==> config.mk <==
export PLATFORM = sky130hd
export DESIGN_NAME = peridot_phy_uart_fifo
export DESIGN_NICKNAME = d
export VERILOG_FILES = /design/src/rtl/peridot_uart_pkg.sv /design/src/rtl/peridot_uart_sync_fifo.sv /design/src/rtl/peridot_phy_uart_fifo.sv
export SDC_FILE = /design/constraint.sdc
export NUM_CORES = 1
export LEC_CHECK = 0
export CORE_MARGIN = 3
export CORE_UTILIZATION = 60
export CTS_BUF_LIST = sky130_fd_sc_hd__clkbuf_8
export CTS_CLUSTER_DIAMETER = 200
export CTS_CLUSTER_SIZE = 30
export DETAILED_ROUTE_END_ITERATION = 10
export GPL_TIMING_DRIVEN = 0
export PLACE_DENSITY = 0.86
export RECOVER_POWER = 25
export SLEW_MARGIN = 0
export SYNTH_ARGS = -nofsm -noshare
export SYNTH_HDL_FRONTEND = slang
export SYNTH_HIERARCHICAL = 1
export SYNTH_SLANG_ARGS = --single-unit
==> constraint.sdc <==
create_clock -name clk -period 3.7 [get_ports clk]
set_input_delay 0.74 -clock clk [delete_from_list [all_inputs] [get_ports clk]]
set_output_delay 0.74 -clock clk [all_outputs]
set_load 0.1 [all_outputs]
==> src/rtl/peridot_uart_pkg.sv <==
// -----------------------------------------------------------------------------
// peridot_uart_pkg
// Shared definitions for the peridot host UART physical layer:
//   - receive / transmit FSM state encodings
//   - bit-period calculation from clock frequency and baud rate
//   - minimum legal bit period (16 clocks)
// -----------------------------------------------------------------------------
package peridot_uart_pkg;

  localparam int MIN_BIT_CYCLE = 16;

  typedef enum logic [1:0] {
    RX_IDLE  = 2'd0,
    RX_START = 2'd1,
    RX_DATA  = 2'd2,
    RX_STOP  = 2'd3
  } rx_state_t;

  typedef enum logic [1:0] {
    TX_IDLE  = 2'd0,
    TX_START = 2'd1,
    TX_DATA  = 2'd2,
    TX_STOP  = 2'd3
  } tx_state_t;

  // Clocks per serial bit (integer division, truncating)
  function automatic int calc_bit_cycle(input int clk_hz, input int baud);
    return clk_hz / baud;
  endfunction

endpackage

==> src/rtl/peridot_uart_sync_fifo.sv <==
// -----------------------------------------------------------------------------
// peridot_uart_sync_fifo
// Single-clock show-ahead FIFO, 2**DEPTH words of WIDTH bits.
// Ports:
//   clk, reset_n (async active-low), clear (sync flush)
//   wr_en/wr_data  : write; accepted when not full, or when full and a read
//                    is accepted in the same cycle
//   rd_en/rd_data  : read; rd_data shows the head word (0 when empty)
//   usedw          : occupancy 0..2**DEPTH
//   full, empty    : status
// -----------------------------------------------------------------------------
module peridot_uart_sync_fifo #(
  parameter int WIDTH = 8,
  parameter int DEPTH = 4
) (
  input  logic             clk,
  input  logic             reset_n,
  input  logic             clear,
  input  logic             wr_en,
  input  logic [WIDTH-1:0] wr_data,
  input  logic             rd_en,
  output logic [WIDTH-1:0] rd_data,
  output logic [DEPTH:0]   usedw,
  output logic             full,
  output logic             empty
);

  localparam int WORDS = 1 << DEPTH;

  logic [WIDTH-1:0] mem_q [WORDS];
  logic [DEPTH-1:0] wr_ptr_q;
  logic [DEPTH-1:0] rd_ptr_q;
  logic [DEPTH:0]   count_q;
  logic             wr_ok_s;
  logic             rd_ok_s;

  assign empty   = (count_q == {(DEPTH+1){1'b0}});
  // count never exceeds WORDS, so its MSB alone marks full
  assign full    = count_q[DEPTH];
  assign usedw   = count_q;
  assign rd_ok_s = rd_en && !empty;
  // when full, a simultaneous read frees the slot being written
  assign wr_ok_s = wr_en && (!full || rd_ok_s);
  assign rd_data = empty ? {WIDTH{1'b0}} : mem_q[rd_ptr_q];

  // storage array, no reset needed (contents are masked while empty)
  always_ff @(posedge clk) begin
    if (wr_ok_s && !clear) begin
      mem_q[wr_ptr_q] <= wr_data;
    end
  end

  // pointers and occupancy counter
  always_ff @(posedge clk or negedge reset_n) begin
    if (!reset_n) begin
      wr_ptr_q <= {DEPTH{1'b0}};
      rd_ptr_q <= {DEPTH{1'b0}};
      count_q  <= {(DEPTH+1){1'b0}};
    end else if (clear) begin
      wr_ptr_q <= {DEPTH{1'b0}};
      rd_ptr_q <= {DEPTH{1'b0}};
      count_q  <= {(DEPTH+1){1'b0}};
    end else begin
      if (wr_ok_s) begin
        wr_ptr_q <= wr_ptr_q + DEPTH'(1);
      end
      if (rd_ok_s) begin
        rd_ptr_q <= rd_ptr_q + DEPTH'(1);
      end
      case ({wr_ok_s, rd_ok_s})
        2'b10:   count_q <= count_q + (DEPTH+1)'(1);
        2'b01:   count_q <= count_q - (DEPTH+1)'(1);
        default: count_q <= count_q;
      endcase
    end
  end

endmodule

==> src/rtl/peridot_phy_uart_fifo.sv <==
// -----------------------------------------------------------------------------
// peridot_phy_uart_fifo
// Host UART physical layer: receiver + transmitter with FIFOs both ways.
// Ports:
//   clk, reset_n (async active-low), clear (sync flush of FIFOs/flags/rx FSM)
//   rxd / txd                     : serial line (txd idles high)
//   out_valid/out_ready/out_data  : Avalon-ST source of received bytes
//   in_valid/in_ready/in_data     : Avalon-ST sink of bytes to transmit
//   rx_usedw                      : rx FIFO occupancy
//   rx_overrun, rx_frameerr       : sticky status, cleared by clear
//   tx_empty                      : tx FIFO empty and transmitter idle
//   rts_n / cts_n                 : flow control, only when the macro
//                                   PERIDOT_UART_RTSCTS_EN is defined
// -----------------------------------------------------------------------------
module peridot_phy_uart_fifo
  import peridot_uart_pkg::*;
#(
  parameter int CLOCK_FREQUENCY = 100000000,
  parameter int UART_BAUDRATE   = 115200,
  parameter int RXFIFO_DEPTH    = 6,
  parameter int TXFIFO_DEPTH    = 4,
  parameter int STOP_BITS       = 1,
  parameter int RTS_THRESHOLD   = 48
) (
  input  logic                  clk,
  input  logic                  reset_n,
  input  logic                  clear,
  input  logic                  rxd,
  output logic                  txd,
  input  logic                  out_ready,
  output logic                  out_valid,
  output logic [7:0]            out_data,
  output logic                  in_ready,
  input  logic                  in_valid,
  input  logic [7:0]            in_data,
  output logic [RXFIFO_DEPTH:0] rx_usedw,
  output logic                  rx_overrun,
  output logic                  rx_frameerr,
  output logic                  tx_empty
`ifdef PERIDOT_UART_RTSCTS_EN
  ,
  output logic                  rts_n,
  input  logic                  cts_n
`endif
);

  localparam int BIT_CYCLE = calc_bit_cycle(CLOCK_FREQUENCY, UART_BAUDRATE);
  localparam int CNT_W     = $clog2(BIT_CYCLE * 2);
  localparam int UW        = RXFIFO_DEPTH + 1;
  localparam int TUW       = TXFIFO_DEPTH + 1;

  localparam logic [CNT_W-1:0] CNT_ZERO  = {CNT_W{1'b0}};
  localparam logic [CNT_W-1:0] CNT_ONE   = CNT_W'(1);
  localparam logic [CNT_W-1:0] BIT_LAST  = CNT_W'(BIT_CYCLE - 1);
  localparam logic [CNT_W-1:0] HALF_LAST = CNT_W'(BIT_CYCLE / 2 - 1);
  localparam logic [CNT_W-1:0] STOP_LAST = CNT_W'(BIT_CYCLE * STOP_BITS - 1);

  if (BIT_CYCLE < MIN_BIT_CYCLE) begin : g_bad_bit_cycle
    $error("peridot_phy_uart_fifo: BIT_CYCLE below minimum");
  end
  if (STOP_BITS != 1 && STOP_BITS != 2) begin : g_bad_stop_bits
    $error("peridot_phy_uart_fifo: STOP_BITS must be 1 or 2");
  end
  if (RTS_THRESHOLD < 8 || RTS_THRESHOLD > (1 << RXFIFO_DEPTH)) begin : g_bad_rts
    $error("peridot_phy_uart_fifo: RTS_THRESHOLD out of range");
  end

  // ---------------------------------------------------------------- receive
  logic       rxd_meta_q, rxd_sync_q, rxd_prev_q;
  logic       rxd_fall_s;
  rx_state_t  rx_state_q;
  logic [CNT_W-1:0] rx_cnt_q;
  logic [2:0] rx_bit_q;
  logic [7:0] rx_shreg_q;
  logic       rx_push_q;
  logic       rx_wait_high_q;
  logic       rx_frameerr_q;
  logic       rx_overrun_q;
  logic       rx_pop_s;
  logic       rx_empty_s;
  logic       rx_full_s;
  logic       rx_overrun_evt_s;

  // rxd 2-FF synchroniser plus one delayed copy for falling-edge detection
  always_ff @(posedge clk or negedge reset_n) begin
    if (!reset_n) begin
      rxd_meta_q <= 1'b1;
      rxd_sync_q <= 1'b1;
      rxd_prev_q <= 1'b1;
    end else begin
      rxd_meta_q <= rxd;
      rxd_sync_q <= rxd_meta_q;
      rxd_prev_q <= rxd_sync_q;
    end
  end

  assign rxd_fall_s = rxd_prev_q && !rxd_sync_q;

  // receive FSM; rx_push_q is a one-cycle write strobe issued after a good stop
  always_ff @(posedge clk or negedge reset_n) begin
    if (!reset_n) begin
      rx_state_q     <= RX_IDLE;
      rx_cnt_q       <= CNT_ZERO;
      rx_bit_q       <= 3'd0;
      rx_shreg_q     <= 8'h00;
      rx_push_q      <= 1'b0;
      rx_wait_high_q <= 1'b0;
      rx_frameerr_q  <= 1'b0;
    end else if (clear) begin
      rx_state_q     <= RX_IDLE;
      rx_push_q      <= 1'b0;
      rx_wait_high_q <= 1'b0;
      rx_frameerr_q  <= 1'b0;
    end else begin
      rx_push_q <= 1'b0;
      case (rx_state_q)
        RX_IDLE: begin
          if (rxd_fall_s) begin
            rx_cnt_q   <= HALF_LAST;
            rx_state_q <= RX_START;
          end
        end
        RX_START: begin
          if (rx_cnt_q == CNT_ZERO) begin
            // line back high at mid start bit: treat as a glitch
            if (rxd_sync_q) begin
              rx_state_q <= RX_IDLE;
            end else begin
              rx_cnt_q   <= BIT_LAST;
              rx_bit_q   <= 3'd0;
              rx_state_q <= RX_DATA;
            end
          end else begin
            rx_cnt_q <= rx_cnt_q - CNT_ONE;
          end
        end
        RX_DATA: begin
          if (rx_cnt_q == CNT_ZERO) begin
            rx_shreg_q <= {rxd_sync_q, rx_shreg_q[7:1]};
            rx_cnt_q   <= BIT_LAST;
            rx_bit_q   <= rx_bit_q + 3'd1;
            if (rx_bit_q == 3'd7) begin
              rx_state_q <= RX_STOP;
            end
          end else begin
            rx_cnt_q <= rx_cnt_q - CNT_ONE;
          end
        end
        RX_STOP: begin
          if (rx_wait_high_q) begin
            // after a framing error, hold off until the line is idle again
            if (rxd_sync_q) begin
              rx_wait_high_q <= 1'b0;
              rx_state_q     <= RX_IDLE;
            end
          end else if (rx_cnt_q == CNT_ZERO) begin
            if (rxd_sync_q) begin
              rx_push_q  <= 1'b1;
              rx_state_q <= RX_IDLE;
            end else begin
              rx_frameerr_q  <= 1'b1;
              rx_wait_high_q <= 1'b1;
            end
          end else begin
            rx_cnt_q <= rx_cnt_q - CNT_ONE;
          end
        end
        default: begin
          rx_state_q <= RX_IDLE;
        end
      endcase
    end
  end

  assign rx_pop_s         = out_valid && out_ready;
  assign rx_overrun_evt_s = rx_push_q && rx_full_s && !rx_pop_s;
  assign out_valid        = !rx_empty_s;
  assign rx_frameerr      = rx_frameerr_q;
  assign rx_overrun       = rx_overrun_q;

  // sticky overrun flag; clear takes priority over a coincident drop
  always_ff @(posedge clk or negedge reset_n) begin
    if (!reset_n) begin
      rx_overrun_q <= 1'b0;
    end else if (clear) begin
      rx_overrun_q <= 1'b0;
    end else if (rx_overrun_evt_s) begin
      rx_overrun_q <= 1'b1;
    end
  end

  peridot_uart_sync_fifo #(
    .WIDTH (8),
    .DEPTH (RXFIFO_DEPTH)
  ) u_rx_fifo (
    .clk     (clk),
    .reset_n (reset_n),
    .clear   (clear),
    .wr_en   (rx_push_q),
    .wr_data (rx_shreg_q),
    .rd_en   (rx_pop_s),
    .rd_data (out_data),
    .usedw   (rx_usedw),
    .full    (rx_full_s),
    .empty   (rx_empty_s)
  );

  // --------------------------------------------------------- flow control
  logic cts_ok_s;

`ifdef PERIDOT_UART_RTSCTS_EN
  localparam logic [UW-1:0] RTS_HI = UW'(RTS_THRESHOLD);
  localparam logic [UW-1:0] RTS_LO = UW'(RTS_THRESHOLD - 8);

  logic rts_q;
  logic cts_meta_q, cts_sync_q;

  // rts_n with hysteresis: assert stop at RTS_HI, release below RTS_LO
  always_ff @(posedge clk or negedge reset_n) begin
    if (!reset_n) begin
      rts_q <= 1'b0;
    end else if (rx_usedw >= RTS_HI) begin
      rts_q <= 1'b1;
    end else if (rx_usedw < RTS_LO) begin
      rts_q <= 1'b0;
    end
  end

  // cts_n 2-FF synchroniser; resets to "stop" until the peer is seen
  always_ff @(posedge clk or negedge reset_n) begin
    if (!reset_n) begin
      cts_meta_q <= 1'b1;
      cts_sync_q <= 1'b1;
    end else begin
      cts_meta_q <= cts_n;
      cts_sync_q <= cts_meta_q;
    end
  end

  assign rts_n    = rts_q;
  assign cts_ok_s = !cts_sync_q;
`else
  assign cts_ok_s = 1'b1;
`endif

  // --------------------------------------------------------------- transmit
  tx_state_t        tx_state_q;
  logic [CNT_W-1:0] tx_cnt_q;
  logic [2:0]       tx_bit_q;
  logic [7:0]       tx_shreg_q;
  logic             txd_q;
  logic             tx_empty_q;
  logic             tx_load_s;
  logic             tx_full_s;
  logic             tx_fifo_empty_s;
  logic [7:0]       tx_rd_data_s;
  logic [TUW-1:0]   tx_usedw_s;

  assign in_ready = !tx_full_s;

  // a new byte may be taken when idle or in the last cycle of the stop bits
  assign tx_load_s = ((tx_state_q == TX_IDLE) ||
                      ((tx_state_q == TX_STOP) && (tx_cnt_q == CNT_ZERO))) &&
                     !tx_fifo_empty_s && !clear && cts_ok_s;

  // transmit FSM; txd_q is set one cycle ahead so the start bit begins
  // two cycles after the load
  always_ff @(posedge clk or negedge reset_n) begin
    if (!reset_n) begin
      tx_state_q <= TX_IDLE;
      tx_cnt_q   <= CNT_ZERO;
      tx_bit_q   <= 3'd0;
      tx_shreg_q <= 8'h00;
      txd_q      <= 1'b1;
    end else begin
      case (tx_state_q)
        TX_IDLE: begin
          txd_q <= 1'b1;
          if (tx_load_s) begin
            tx_shreg_q <= tx_rd_data_s;
            tx_cnt_q   <= BIT_LAST;
            tx_state_q <= TX_START;
          end
        end
        TX_START: begin
          txd_q <= 1'b0;
          if (tx_cnt_q == CNT_ZERO) begin
            tx_cnt_q   <= BIT_LAST;
            tx_bit_q   <= 3'd0;
            tx_state_q <= TX_DATA;
          end else begin
            tx_cnt_q <= tx_cnt_q - CNT_ONE;
          end
        end
        TX_DATA: begin
          txd_q <= tx_shreg_q[0];
          if (tx_cnt_q == CNT_ZERO) begin
            tx_shreg_q <= {1'b0, tx_shreg_q[7:1]};
            tx_bit_q   <= tx_bit_q + 3'd1;
            if (tx_bit_q == 3'd7) begin
              tx_cnt_q   <= STOP_LAST;
              tx_state_q <= TX_STOP;
            end else begin
              tx_cnt_q <= BIT_LAST;
            end
          end else begin
            tx_cnt_q <= tx_cnt_q - CNT_ONE;
          end
        end
        TX_STOP: begin
          txd_q <= 1'b1;
          if (tx_cnt_q == CNT_ZERO) begin
            if (tx_load_s) begin
              tx_shreg_q <= tx_rd_data_s;
              tx_cnt_q   <= BIT_LAST;
              tx_state_q <= TX_START;
            end else begin
              tx_state_q <= TX_IDLE;
            end
          end else begin
            tx_cnt_q <= tx_cnt_q - CNT_ONE;
          end
        end
        default: begin
          txd_q      <= 1'b1;
          tx_state_q <= TX_IDLE;
        end
      endcase
    end
  end

  // idle indicator: nothing queued and the shifter has finished
  always_ff @(posedge clk or negedge reset_n) begin
    if (!reset_n) begin
      tx_empty_q <= 1'b1;
    end else begin
      tx_empty_q <= (tx_usedw_s == {TUW{1'b0}}) && (tx_state_q == TX_IDLE);
    end
  end

  assign txd      = txd_q;
  assign tx_empty = tx_empty_q;

  peridot_uart_sync_fifo #(
    .WIDTH (8),
    .DEPTH (TXFIFO_DEPTH)
  ) u_tx_fifo (
    .clk     (clk),
    .reset_n (reset_n),
    .clear   (clear),
    .wr_en   (in_valid && in_ready),
    .wr_data (in_data),
    .rd_en   (tx_load_s),
    .rd_data (tx_rd_data_s),
    .usedw   (tx_usedw_s),
    .full    (tx_full_s),
    .empty   (tx_fifo_empty_s)
  );

endmodule

==> impl_results.md, run 1 <==
- Vert. Die Dim: about 230 µm
- M2 GR Usage: 0.429
- Largest buffer count on any clock path: 3
- Failing checks: capacitance limit, slew limit, setup timing
- Initial antenna violation count: 0
- Total congestion overflow after global routing: 0
- Die area: ~0.053 mm²
- Yosys reg bits: 729
- Routed vias/inst: around 6.8
- Effective utilization at floorplan: 0.615
- Number of violations of the max-capacitance limit: 3
- Dpl ws: -0.988 ns
- Worst max-slew margin expressed relative to the limit: -0.897
- Mean cell area of the mapped netlist: 18.0 µm²
- Share of synthesized registers carrying an async set or reset: 0.122
- Worst-case clock skew: 0.0671 ns
- Final cycle utilization of the critical path: 1.11
- Run status: finished with violations
- Highest ir drop seen on vdd: around 0.0004 V
- Per-cell routed wire length: 29.2 µm
- Number of placed instances, taps included: 2398
- Horizontal die dimension: between 200 and 250 µm
- Sw Share: 0.211
- Via count: 16990
- Total routed wirelength: between 70 and 80 mm
- First-pass iteration count of the detailed router: 6
- Worst-case hold slack: approximately 0.37 ns
- Detailed placer's ending HPWL: 45.9 mm
- Fin util: 0.680
- Final critical delay including setup and external delays: between 4 and 5 ns
- Finished Cell Area: between 0.03 and 0.04 mm²
- Post-synth EDFFs: 640
- Hold violation total from the final report: 0
- Arrival time of the worst setup path: about 3.4 ns
- LEAKAGE: 10.7 nW
- Clock latency reported for the late side of the worst-skew pair: between 0.7 and 0.8 ns
- Root buf cell: clkbuf_8
- Buffers added on ports: 34
- Internal Pwr Total: between 9 and 10 mW
- Worst setup EP type: output port
- Signed area change from the synthesized netlist to the final layout: 10.6%
- Met3 routing resource usage after global routing: 0.0540
- Htree depth: 1
- Grt peak-use layer: met2
- Flip-flop cell with the highest count after synthesis: edfxtp_1
- Pwr/cell area: 370 mW/mm²
- Final routed DRC violation total: 0
- Most common cell type on the critical path: buf_6
- PnR worst setup slack: -0.390 ns
- Number of max-slew violations in the final report: ~140
- Number of inserted filler cells in the final layout: 3074
- Family with the most delay on the worst path: compound AO/OA/AOI/OAI gates
- Inserted Clock Buffers: 28
- Sequential group share of total power: 0.720
- Maximum clock frequency: between 0.2 and 0.25 GHz
- Fraction of final layout cells sized beyond drive strength 1: 0.279
- Sink count of the clock tree: between 700 and 800
- Data required time of the worst path: roughly 3.0 ns
- Final instance count without filler cells: approximately 2500
- Maximum number of pins on one net before global-route repair: 67
- Global-route usage over all layers: 0.263
- Global-route track usage on met1: 0.358
- Yosys Warn Count: 6
- Crit path cell chain: buf_6 -> clkbuf_16 -> buf_4 -> mux4_2 -> nand2b_1 -> a311oi_4 -> a21oi_1 -> o211ai_1 -> buf_6
- Crit path launch type: flip-flop
- Critical Setup Path Class: flip-flop to output port
- Post-Synthesis Cells: approximately 1700
- Number of cell rows: 81
- Proportion of power drawn by the clock network: 0.244
- Sequential-to-total area share from yosys stat: 0.706
- Count of routing violations after the opening detailed-route iteration: roughly 2400
- Routability congestion estimate: 0.939
- Final net count: 1841
- Area of the mapped netlist: around 0.030 mm²
- Final TNS setup: -2.37 ns
- Setup repair after global routing missed its margin: yes
- Count of boundary I/O pins: 35
- Kind of path behind the tightest hold check: flip-flop to flip-flop
- Clock tree from TritonCTS: built
- Slew of the pin with the lowest slew margin: ~2.8 ns
- Placed cell area: ~0.032 mm²
- Antenna violation net count after detailed routing: 0
- Clock-pin slew reported for the worst setup and hold paths after clock tree synthesis: around 0.18 ns
- Number of global-route vias before repair: about 17000
- Total of endpoints with negative setup slack in the final report: 8
- Maximum fanout along the worst path: 5
- Net Count, Synth: between 1500 and 2000
- Largest stage delay, worst path: ~0.46 ns
- Count of buffering cells on the critical path with inverters included: 4
- Overall power: 12.4 mW
- Core region area: 0.0495 mm²
- Wire length of the first global-routing pass: ~110 mm
- Number of unique standard cell types used by synthesis: 90
- Share of total power in combinational logic: 0.037
- Antenna Diode Count: 0
- Cell with the biggest individual delay on the critical path: dfrtp_1
- Psw: about 2.6 mW
## sequential cells by signal, indices dropped and copies added, names as in the netlist, 6 cells and up
| signal | count |
|---|---|
| u_rx_fifo/mem_q | 512 |
| u_tx_fifo/mem_q | 128 |
| rx_cnt_q | 11 |
| tx_cnt_q | 11 |
| rx_shreg_q | 8 |
| tx_shreg_q | 8 |
| u_rx_fifo/usedw | 7 |
| u_rx_fifo/rd_ptr_q | 6 |
| u_rx_fifo/wr_ptr_q | 6 |
## per-layer routing
layer	part of all wire	vias to the layer above
li1	-	6998
met1	0.37	8695
met2	0.50	1106
met3	0.097	191
met4	0.039	0
met5	0	-
## power groups by stage
stage          Clock, mW  Combinational, mW  Sequential (mW)
2_1_floorplan          0              0.311             9.12
3_3_place_gp           0              0.430             9.13
5_1_grt             3.35              0.514             8.97
3_5_place_dp           0              0.453             9.14
6_report            3.03              0.460             8.95
4_1_cts             3.07              0.459             8.95
## synthesized netlist by cell type (22+ instances only)
| master | number | area share |
|---|---|---|
| clkbuf_1 | 37 | 0.0046 |
| inv_1 | 32 | 0.0040 |
| mux2i_1 | 60 | 0.020 |
| nand3_1 | 22 | 0.0036 |
| dfrtp_1 | 84 | 0.069 |
| a21oi_1 | 37 | 0.0061 |
| nor2_1 | 144 | 0.018 |
| mux4_2 | 166 | 0.12 |
| nand2_1 | 54 | 0.0067 |
| buf_2 | 22 | 0.0036 |
| mux2_2 | 26 | 0.0096 |
| o21ai_0 | 22 | 0.0036 |
| edfxtp_1 | 640 | 0.63 |
| ha_1 | 28 | 0.012 |
## final cells by class
class | count | area (µm²) | share of cell area
repair buffers | 84 | 1050 | 0.0313
well taps | 664 | 831 | 0.0247
flip-flops and latches | 729 | 21500 | 0.638
clock inverters | 23 | 113 | 0.00335
inverters | 34 | 131 | 0.00391
plain buffers | 86 | 714 | 0.0213
clock buffers | 29 | 399 | 0.0119
multi-input cells | 836 | 8910 | 0.265
## worst register-to-register path, cell delays in order, from the launching register on
cell,delay (ns)
dfrtp_4,0.51
buf_2,0.19
or4_4,0.56
nor2_2,0.25
nor2b_2,0.13
o21ai_1,0.50
nor2_1,0.23
nand3b_1,0.68
nor2_2,0.33
## worst paths after layout
path,cells past startpoint,startpoint,slack [ns],end
min in group asynchronous,2,reset_n,1.21,u_rx_fifo/rd_ptr_q[4]$_DFFE_PN0P_
hold reg to reg,0,rxd_meta_q$_DFF_PN1_,0.37,rxd_sync_q$_DFF_PN1_
hold / removal,0,rxd_meta_q$_DFF_PN1_,0.37,rxd_sync_q$_DFF_PN1_
setup reg to reg,8,u_rx_fifo/usedw[2]$_DFFE_PN0P_,0.02,u_rx_fifo/mem_q[10][6]$_DFFE_PP_
max in group asynchronous,2,reset_n,1.24,tx_bit_q[0]$_DFFE_PN0P_
setup / recovery,9,u_rx_fifo/rd_ptr_q[0]$_DFFE_PN0P_,-0.39,out_data[1]
## timing repair
action                                  CTS  global route
gates cloned                              1             3
pin swaps                                11            15
resized for setup                       217            68
hold endpoints to repair                 34             0
buffers inserted                         17            16
hold buffers                              1             0
endpoints found under the setup margin  490           477
## logic make-up after synthesis
logic type,synth area share
buffers and inverters,0.0220
flip-flops,0.706
XOR/XNOR,0.00519
AND/OR/NAND/NOR,0.0554
multiplexers,0.153
AO/OA/AOI/OAI,0.0473
adder cells (fa/ha/maj),0.0115
## cells in the final DEF (no fill, tap or decap), types with 9 or more instances in the layout
master,count
nor3_1,14
ha_1,28
nor2_2,60
edfxtp_1,640
nor2_1,81
mux2_2,26
inv_1,53
a21oi_1,34
o22ai_1,12
nand2b_1,13
buf_4,42
nand2_1,52
mux2i_2,13
mux2i_4,10
xnor2_1,10
mux4_2,166
buf_16,9
clkbuf_1,30
buf_6,13
dlygate4sd3_1,10
mux2i_1,37
nand3_1,20
buf_2,11
dfrtp_1,77
clkdlybuf4s50_1,15
o21ai_0,20
or3_1,15
buf_12,24
clkbuf_8,29
(Power assumes the default switching activity.)
==> inputs of run 2 (changes only) <==
--- a/config.mk
+++ b/config.mk
@@ -6,13 +6,12 @@
 export NUM_CORES = 1
 export LEC_CHECK = 0
 export CORE_MARGIN = 3
-export CORE_UTILIZATION = 60
-export CTS_BUF_LIST = sky130_fd_sc_hd__clkbuf_8
+export CORE_UTILIZATION = 54
 export CTS_CLUSTER_DIAMETER = 200
 export CTS_CLUSTER_SIZE = 30
 export DETAILED_ROUTE_END_ITERATION = 10
 export GPL_TIMING_DRIVEN = 0
-export PLACE_DENSITY = 0.86
+export PLACE_DENSITY = 0.79
 export RECOVER_POWER = 25
 export SLEW_MARGIN = 0
 export SYNTH_ARGS = -nofsm -noshare
==> impl_results.md, run 2 (synthesis results as in run 1) <==
- Inserted Clock Buffers: 28 (unchanged)
- Share of total power in combinational logic: 0.035 (-0.002)
- Final routed DRC violation total: 0 (unchanged)
- Failing checks: capacitance limit, slew limit, setup timing
- Hold violation total from the final report: 0 (unchanged)
- Number of max-slew violations in the final report: 159 (+15%)
- Data required time of the worst path: 2.96 ns (about the same)
- Total congestion overflow after global routing: 0 (unchanged)
- Number of violations of the max-capacitance limit: 3 (unchanged)
- Sink count of the clock tree: 729 (unchanged)
- Clock tree from TritonCTS: built
- Core region area: 0.0554 mm² (+12%)
- Vert. Die Dim: 243 µm (+5.3%)
- R2r worst-path depth: 8 (unchanged)
- Effective utilization at floorplan: 0.548 (-0.0661)
- Run status: finished with violations
- Arrival time of the worst setup path: 3.18 ns (-0.17 ns)
- Last element of the critical path: out_data[6]
- Largest buffer count on any clock path: 3 (unchanged)
- Critical Setup Path Class: flip-flop to output port
- Via count: 16985 (-0.029%)
- Antenna violation net count after detailed routing: 0 (unchanged)
- Placed cell area: 0.0320 mm² (+0.43%)
- Internal Pwr Total: 10.6 mW (+7.7%)
- Antenna Diode Count: 0 (unchanged)
- Total of endpoints with negative setup slack in the final report: 46 (+38)
- Clock-pin slew reported for the worst setup and hold paths after clock tree synthesis: 0.12 ns (-0.06 ns)
- Signed area change from the synthesized netlist to the final layout: 11.4%
- Per-cell routed wire length: 28.3 µm (-3.4%)
- Count of hold buffers inserted by post-cts repair: 0 (-1)
- Sw Share: 0.206 (-0.00468)
- Total routed wirelength: 72.2 mm (-0.61%)
- Routed vias/inst: 6.65 (-2.8%)
- Largest stage delay, worst path: 0.52 ns (+0.06 ns)
- Final critical delay including setup and external delays: 3.92 ns (-0.172 ns)
- Maximum fanout along the worst path: 8 (+3)
- Routability congestion estimate: 0.922 (-1.7%)
- LEAKAGE: 10.7 nW (about the same)
- Count of boundary I/O pins: 35 (unchanged)
- Fraction of final layout cells sized beyond drive strength 1: 0.263 (-0.0157)
- Wire length of the first global-routing pass: 106 mm (+0.87%)
- Initial antenna violation count: 0 (unchanged)
- Worst setup EP type: output port
- Worst r2r src: u_rx_fifo/usedw[2]$_DFFE_PN0P_
- Largest register FFs: 512 (unchanged)
- Final cycle utilization of the critical path: 1.06 (-0.0464)
- Largest registers ranked by flip-flop count: u_rx_fifo/mem_q (512), u_tx_fifo/mem_q (128)
- Horizontal die dimension: 243 µm (+5.3%)
- Sequential group share of total power: 0.672 (-0.048)
- Die area: 0.0592 mm² (+11%)
- Global-route usage over all layers: 0.237 (-0.0258)
- Buffers added on ports: 34 (unchanged)
- PnR worst setup slack: -0.218 ns (+0.172 ns)
- Source of the critical timing path: u_rx_fifo/rd_ptr_q[0]$_DFFE_PN0P_
- Worst-case clock skew: 0.0272 ns (-0.0399 ns)
- First-pass iteration count of the detailed router: 5 (-1)
- Clock latency reported for the late side of the worst-skew pair: 0.62 ns (-0.10 ns)
- Worst max-slew margin expressed relative to the limit: -0.899 (-0.00245)
- Pwr/cell area: 393 mW/mm² (+6.3%)
- Maximum number of pins on one net before global-route repair: 65 (-3.0%)
- Reg2reg end: u_rx_fifo/mem_q[58][6]$_DFFE_PP_
- Proportion of power drawn by the clock network: 0.293 (+0.049)
- Dpl ws: -1.02 ns (-0.0340 ns)
- Htree depth: 1 (unchanged)
- Number of cell rows: 86 (+6.2%)
- Most common library cell in the layout ignoring fill and taps: edfxtp_1
- Highest ir drop seen on vdd: 0.000309 V (-23%)
- Finished Cell Area: 0.0339 mm² (+0.74%)
- Kind of path behind the tightest hold check: flip-flop to flip-flop
- Setup repair after global routing missed its margin: yes
- Count of routing violations after the opening detailed-route iteration: 2486 (+5.3%)
- Leading cell types in the layout, fill and taps excluded: 640 x edfxtp_1, 166 x mux4_2, 90 x nor2_1
- Min-delay src: rxd_meta_q$_DFF_PN1_
- Reg-to-reg setup timing slack: -0.11 ns (-0.13 ns)
- Final net count: 1828 (-0.71%)
- Slew of the pin with the lowest slew margin: 2.85 ns (+0.00367 ns)
- Root buf cell: clkbuf_16
- Register with the highest flop count: u_rx_fifo/mem_q
- Crit path cell chain: buf_6 -> buf_12 -> buf_4 -> mux4_2 -> mux4_2 -> o211ai_1 -> o21ai_2 -> buf_6
- Number of global-route vias before repair: 16932 (+0.88%)
- Detailed placer's ending HPWL: 46.7 mm (+1.6%)
- Crit path launch type: flip-flop
- Cell with the biggest individual delay on the critical path: mux4_2
- Psw: 2.75 mW (+4.7%)
- Maximum clock frequency: 0.255 GHz (+4.4%)
run 2: cell count changes in the layout (fill, tap and decap cells not counted), moves of 11 or more:
cell / change
buf_4: -11
nor2_2: -23
clkbuf_1: +20
buf_12: -14
clkbuf_8: -29
clkbuf_16: +30
inv_1: -21
nor2_4: +14
run 2: repair_timing:
item | in CTS | in global routing
hold endpoints to repair | 0 | 0
pin swaps | 3 | 21
setup buffers | 5 | 12
cloned | 1 | 4
gates resized for setup | 191 | 80
endpoints found under the setup margin | 597 | 272
run 2: stage by stage:
step                 util  setup TNS [ns]  hold slack [ns]  total power, mW  std cells
floorplan               -         -0.0925            0.345             9.43       1688
global placement    0.572         -458.90            0.350             9.56       2470
detailed placement  0.578         -385.82            0.350             9.59       2483
CTS                 0.603          -0.971           0.0484             13.4       2540
global route        0.611           -9.11            0.373             13.7       2556
finish              0.611           -2.61            0.367             13.3       2556
run 2: power groups by stage:
stage / Combinational (mW) / Sequential (mW) / Clock (mW)
after floorplan: 0.311 / 9.12 / 0
after global placement: 0.429 / 9.13 / 0
after detailed placement: 0.455 / 9.14 / 0
after CTS: 0.458 / 8.95 / 3.95
after global routing: 0.513 / 8.97 / 4.22
final: 0.465 / 8.96 / 3.90
run 2: critical path, delay by kind of cell (launching register included):
kind                   cells  cell delay (ns)
multiplexers               2             1.01
buffers and inverters      4             0.71
AO/OA/AOI/OAI              2             0.45
flip-flops                 1             0.39
run 2: how the worst min path moves through the flow:
| stage | end | depth (start not counted) |
|---|---|---|
| 6_report | rxd_sync_q$_DFF_PN1_ | 0 |
| 5_1_grt | rxd_sync_q$_DFF_PN1_ | 0 |
| 4_1_cts | u_tx_fifo/usedw[3]$_DFFE_PN0P_ | 1 |
| 3_5_place_dp | rxd_sync_q$_DFF_PN1_ | 0 |
| 3_3_place_gp | rxd_sync_q$_DFF_PN1_ | 0 |
| 2_1_floorplan | rxd_sync_q$_DFF_PN1_ | 0 |
run 2: layout make-up:
type,instances,area (µm²)
inverters,34,128
flip-flops and latches,729,21500
repair buffers,69,852
well taps,748,936
fillers,3747,21600
clock inverters,1,30.0
multi-input cells,836,8890
clock buffers,51,808
plain buffers,88,754
run 2: per-layer routing:
layer	GRT usage	vias up	wire, µm
met1	0.327	8830	27300
met3	0.0413	163	6960
met5	0	-	0
met2	0.390	1018	35300
met4	0.0752	0	2650
li1	-	6974	-
==> inputs of run 3 (changes only) <==
--- a/config.mk
+++ b/config.mk
@@ -6,12 +6,13 @@
 export NUM_CORES = 1
 export LEC_CHECK = 0
 export CORE_MARGIN = 3
-export CORE_UTILIZATION = 54
+export CORE_UTILIZATION = 50
 export CTS_CLUSTER_DIAMETER = 200
 export CTS_CLUSTER_SIZE = 30
 export DETAILED_ROUTE_END_ITERATION = 10
+export DONT_BUFFER_PORTS = 1
 export GPL_TIMING_DRIVEN = 0
-export PLACE_DENSITY = 0.79
+export PLACE_DENSITY = 0.74
 export RECOVER_POWER = 25
 export SLEW_MARGIN = 0
 export SYNTH_ARGS = -nofsm -noshare
==> impl_results.md, run 3 (synthesis results as in run 1) <==
- Run status: finished with violations
- Failing checks: capacitance limit, slew limit, setup timing
- Setup repair after global routing missed its margin: yes
- Highest ir drop seen on vdd: 0.000416 V (+35%)
- Total routed wirelength: 69.5 mm (-3.7%)
- Count of routing violations after the opening detailed-route iteration: 1773 (-29%)
- Worst setup EP type: output port
- Leading cell types in the layout, fill and taps excluded: 640 x edfxtp_1, 166 x mux4_2, 75 x nor2_1, 75 x dfrtp_1, 50 x nand2_1
- Antenna Diode Count: 0 (unchanged)
- Most common library cell in the layout ignoring fill and taps: edfxtp_1
- Maximum number of pins on one net before global-route repair: 90 (+38%)
- Final net count: 1811 (-0.93%)
- Routability congestion estimate: 0.925 (+0.35%)
- Slew of the pin with the lowest slew margin: 2.24 ns (-0.605 ns)
- Largest registers ranked by flip-flop count: u_rx_fifo/mem_q (512), u_tx_fifo/mem_q (128)
- Maximum clock frequency: 0.247 GHz (-3.3%)
- Wire length of the first global-routing pass: 104 mm (-2.1%)
- Number of violations of the max-capacitance limit: 1 (-2)
- Sink count of the clock tree: 729 (unchanged)
- Global-route usage over all layers: 0.217 (-0.0196)
- Clock tree from TritonCTS: built
- Largest stage delay, worst path: 0.80 ns (+0.28 ns)
- Die area: 0.0638 mm² (+7.8%)
- Largest register FFs: 512 (unchanged)
- Fraction of final layout cells sized beyond drive strength 1: 0.286 (+0.0226)
- Clock latency reported for the late side of the worst-skew pair: 0.63 ns (about the same)
- Detailed placer's ending HPWL: 45.4 mm (-2.7%)
- Largest buffer count on any clock path: 3 (unchanged)
- Count of boundary I/O pins: 35 (unchanged)
- Signed area change from the synthesized netlist to the final layout: 11.8%
- Total congestion overflow after global routing: 0 (unchanged)
- Horizontal die dimension: 253 µm (+3.8%)
- Source of the critical timing path: u_rx_fifo/rd_ptr_q[0]$_DFFE_PN0P_
- Clock-pin slew reported for the worst setup and hold paths after clock tree synthesis: 0.12 ns (about the same)
- Crit path cell chain: buf_12 -> buf_12 -> buf_16 -> buf_12 -> mux4_2 -> mux2i_4 -> a211oi_2 -> nand2_1 -> a32oi_4
- Via count: 16562 (-2.5%)
- Number of cell rows: 89 (+3.5%)
- Final critical delay including setup and external delays: 4.05 ns (+0.134 ns)
- Final cycle utilization of the critical path: 1.10 (+0.0363)
- Per-cell routed wire length: 27.1 µm (-4.0%)
- Arrival time of the worst setup path: 3.31 ns (+0.13 ns)
- Inserted Clock Buffers: 28 (unchanged)
- Cell with the biggest individual delay on the critical path: a32oi_4
- Min-delay src: rxd
- Critical Setup Path Class: flip-flop to output port
- Number of global-route vias before repair: 16355 (-3.4%)
- Crit path launch type: flip-flop
- Antenna violation net count after detailed routing: 0 (unchanged)
- Number of max-slew violations in the final report: 90 (-43%)
- Buffers added on ports: 0 (-100%)
- Htree depth: 1 (unchanged)
- Core region area: 0.0596 mm² (+7.5%)
- Finished Cell Area: 0.0340 mm² (+0.35%)
- Total of endpoints with negative setup slack in the final report: 8 (-83%)
- Maximum fanout along the worst path: 4 (-4)
- Worst max-slew margin expressed relative to the limit: -0.495 (+0.404)
- Placed cell area: 0.0317 mm² (-0.82%)
- PnR worst setup slack: -0.352 ns (-0.134 ns)
- Root buf cell: clkbuf_16
- Worst-case clock skew: 0.0306 ns (+0.00342 ns)
- Pwr/cell area: 390 mW/mm² (-0.90%)
- Kind of path behind the tightest hold check: input pin to flip-flop
- First-pass iteration count of the detailed router: 5 (unchanged)
- Number of inserted filler cells in the final layout: 4252 (+13%)
- Worst r2r src: u_rx_fifo/usedw[2]$_DFFE_PN0P_
- LEAKAGE: 10.7 nW (-0.42%)
- Final routed DRC violation total: 0 (unchanged)
- Data required time of the worst path: 2.96 ns (about the same)
- Register with the highest flop count: u_rx_fifo/mem_q
- Vert. Die Dim: 253 µm (+3.8%)
- Final TNS setup: -2.00 ns (+0.611 ns)
- Most common cell type on the critical path: buf_12
- Effective utilization at floorplan: 0.510 (-0.0383)
- Routed vias/inst: 6.46 (-2.8%)
- Initial antenna violation count: 1 (+1)
- Hold violation total from the final report: 0 (unchanged)
- Worst-case hold slack: 0.116 ns (-0.252 ns)
-- run 3: worst max-delay path: cells and delay by family, from the launching register on --
kind | cells | cell delay, ns
AO/OA/AOI/OAI | 2 | 1.09
buffers and inverters | 4 | 0.52
flip-flops | 1 | 0.46
multiplexers | 2 | 0.45
AND/OR/NAND/NOR | 1 | 0.15
-- run 3: cell type report --
type,count,area (µm²),area share
buffer,86,761,0.0224
timing repair buffer,54,711,0.0209
tap,773,967,0.0285
clock buffer,51,808,0.0238
sequential,729,21500,0.632
multi-input combinational,836,9100,0.268
clock inverter,1,30.0,0.000884
inverter,34,131,0.00387
-- run 3: repair_timing --
action                     CTS  global route
resized for setup          204            64
setup endpoints to repair  623           571
gates cloned                 1             1
setup buffers               20            20
pin swaps                   20            17
hold endpoints to repair    89             0
hold buffers                 1             0
-- run 3: report_power, final --
| part | internal (mW) | switching, mW |
|---|---|---|
| Clock | 1.51 | 2.35 |
| Combinational | 0.155 | 0.274 |
| Sequential | 8.89 | 0.0622 |
| Total | 10.6 | 2.69 |
-- run 3: final timing paths --
path,end,slack (ns),depth (start not counted)
worst min-delay path,rxd_meta_q$_DFF_PN1_,0.12,0
max in group asynchronous,u_rx_fifo/usedw[2]$_DFFE_PN0P_,1.33,1
worst max register to register,u_rx_fifo/usedw[6]$_DFFE_PN0P_,0.06,14
worst min register to register,rxd_sync_q$_DFF_PN1_,0.37,0
worst max-delay path,out_data[2],-0.35,9
min in group asynchronous,tx_cnt_q[0]$_DFF_PN0_,0.76,1
-- run 3: stage by stage --
stage	total power, mW	instances	setup WS, ns	util
finish	13.2	2564	-0.352	0.570
global route	13.7	2564	-0.412	0.570
CTS	13.3	2547	-0.413	0.564
detailed placement	9.53	2474	-0.668	0.533
global placement	9.51	2461	-1.01	0.527
floorplan	9.43	1688	-0.0604	-
-- run 3: routing by layer --
| metal | GRT usage | vias up | wire, µm |
|---|---|---|---|
| met3 | 0.0422 | 148 | 6380 |
| met1 | 0.297 | 8684 | 26700 |
| met4 | 0.0737 | 0 | 2590 |
| met5 | 0 | - | 0 |
| met2 | 0.355 | 795 | 33800 |
| li1 | - | 6935 | - |
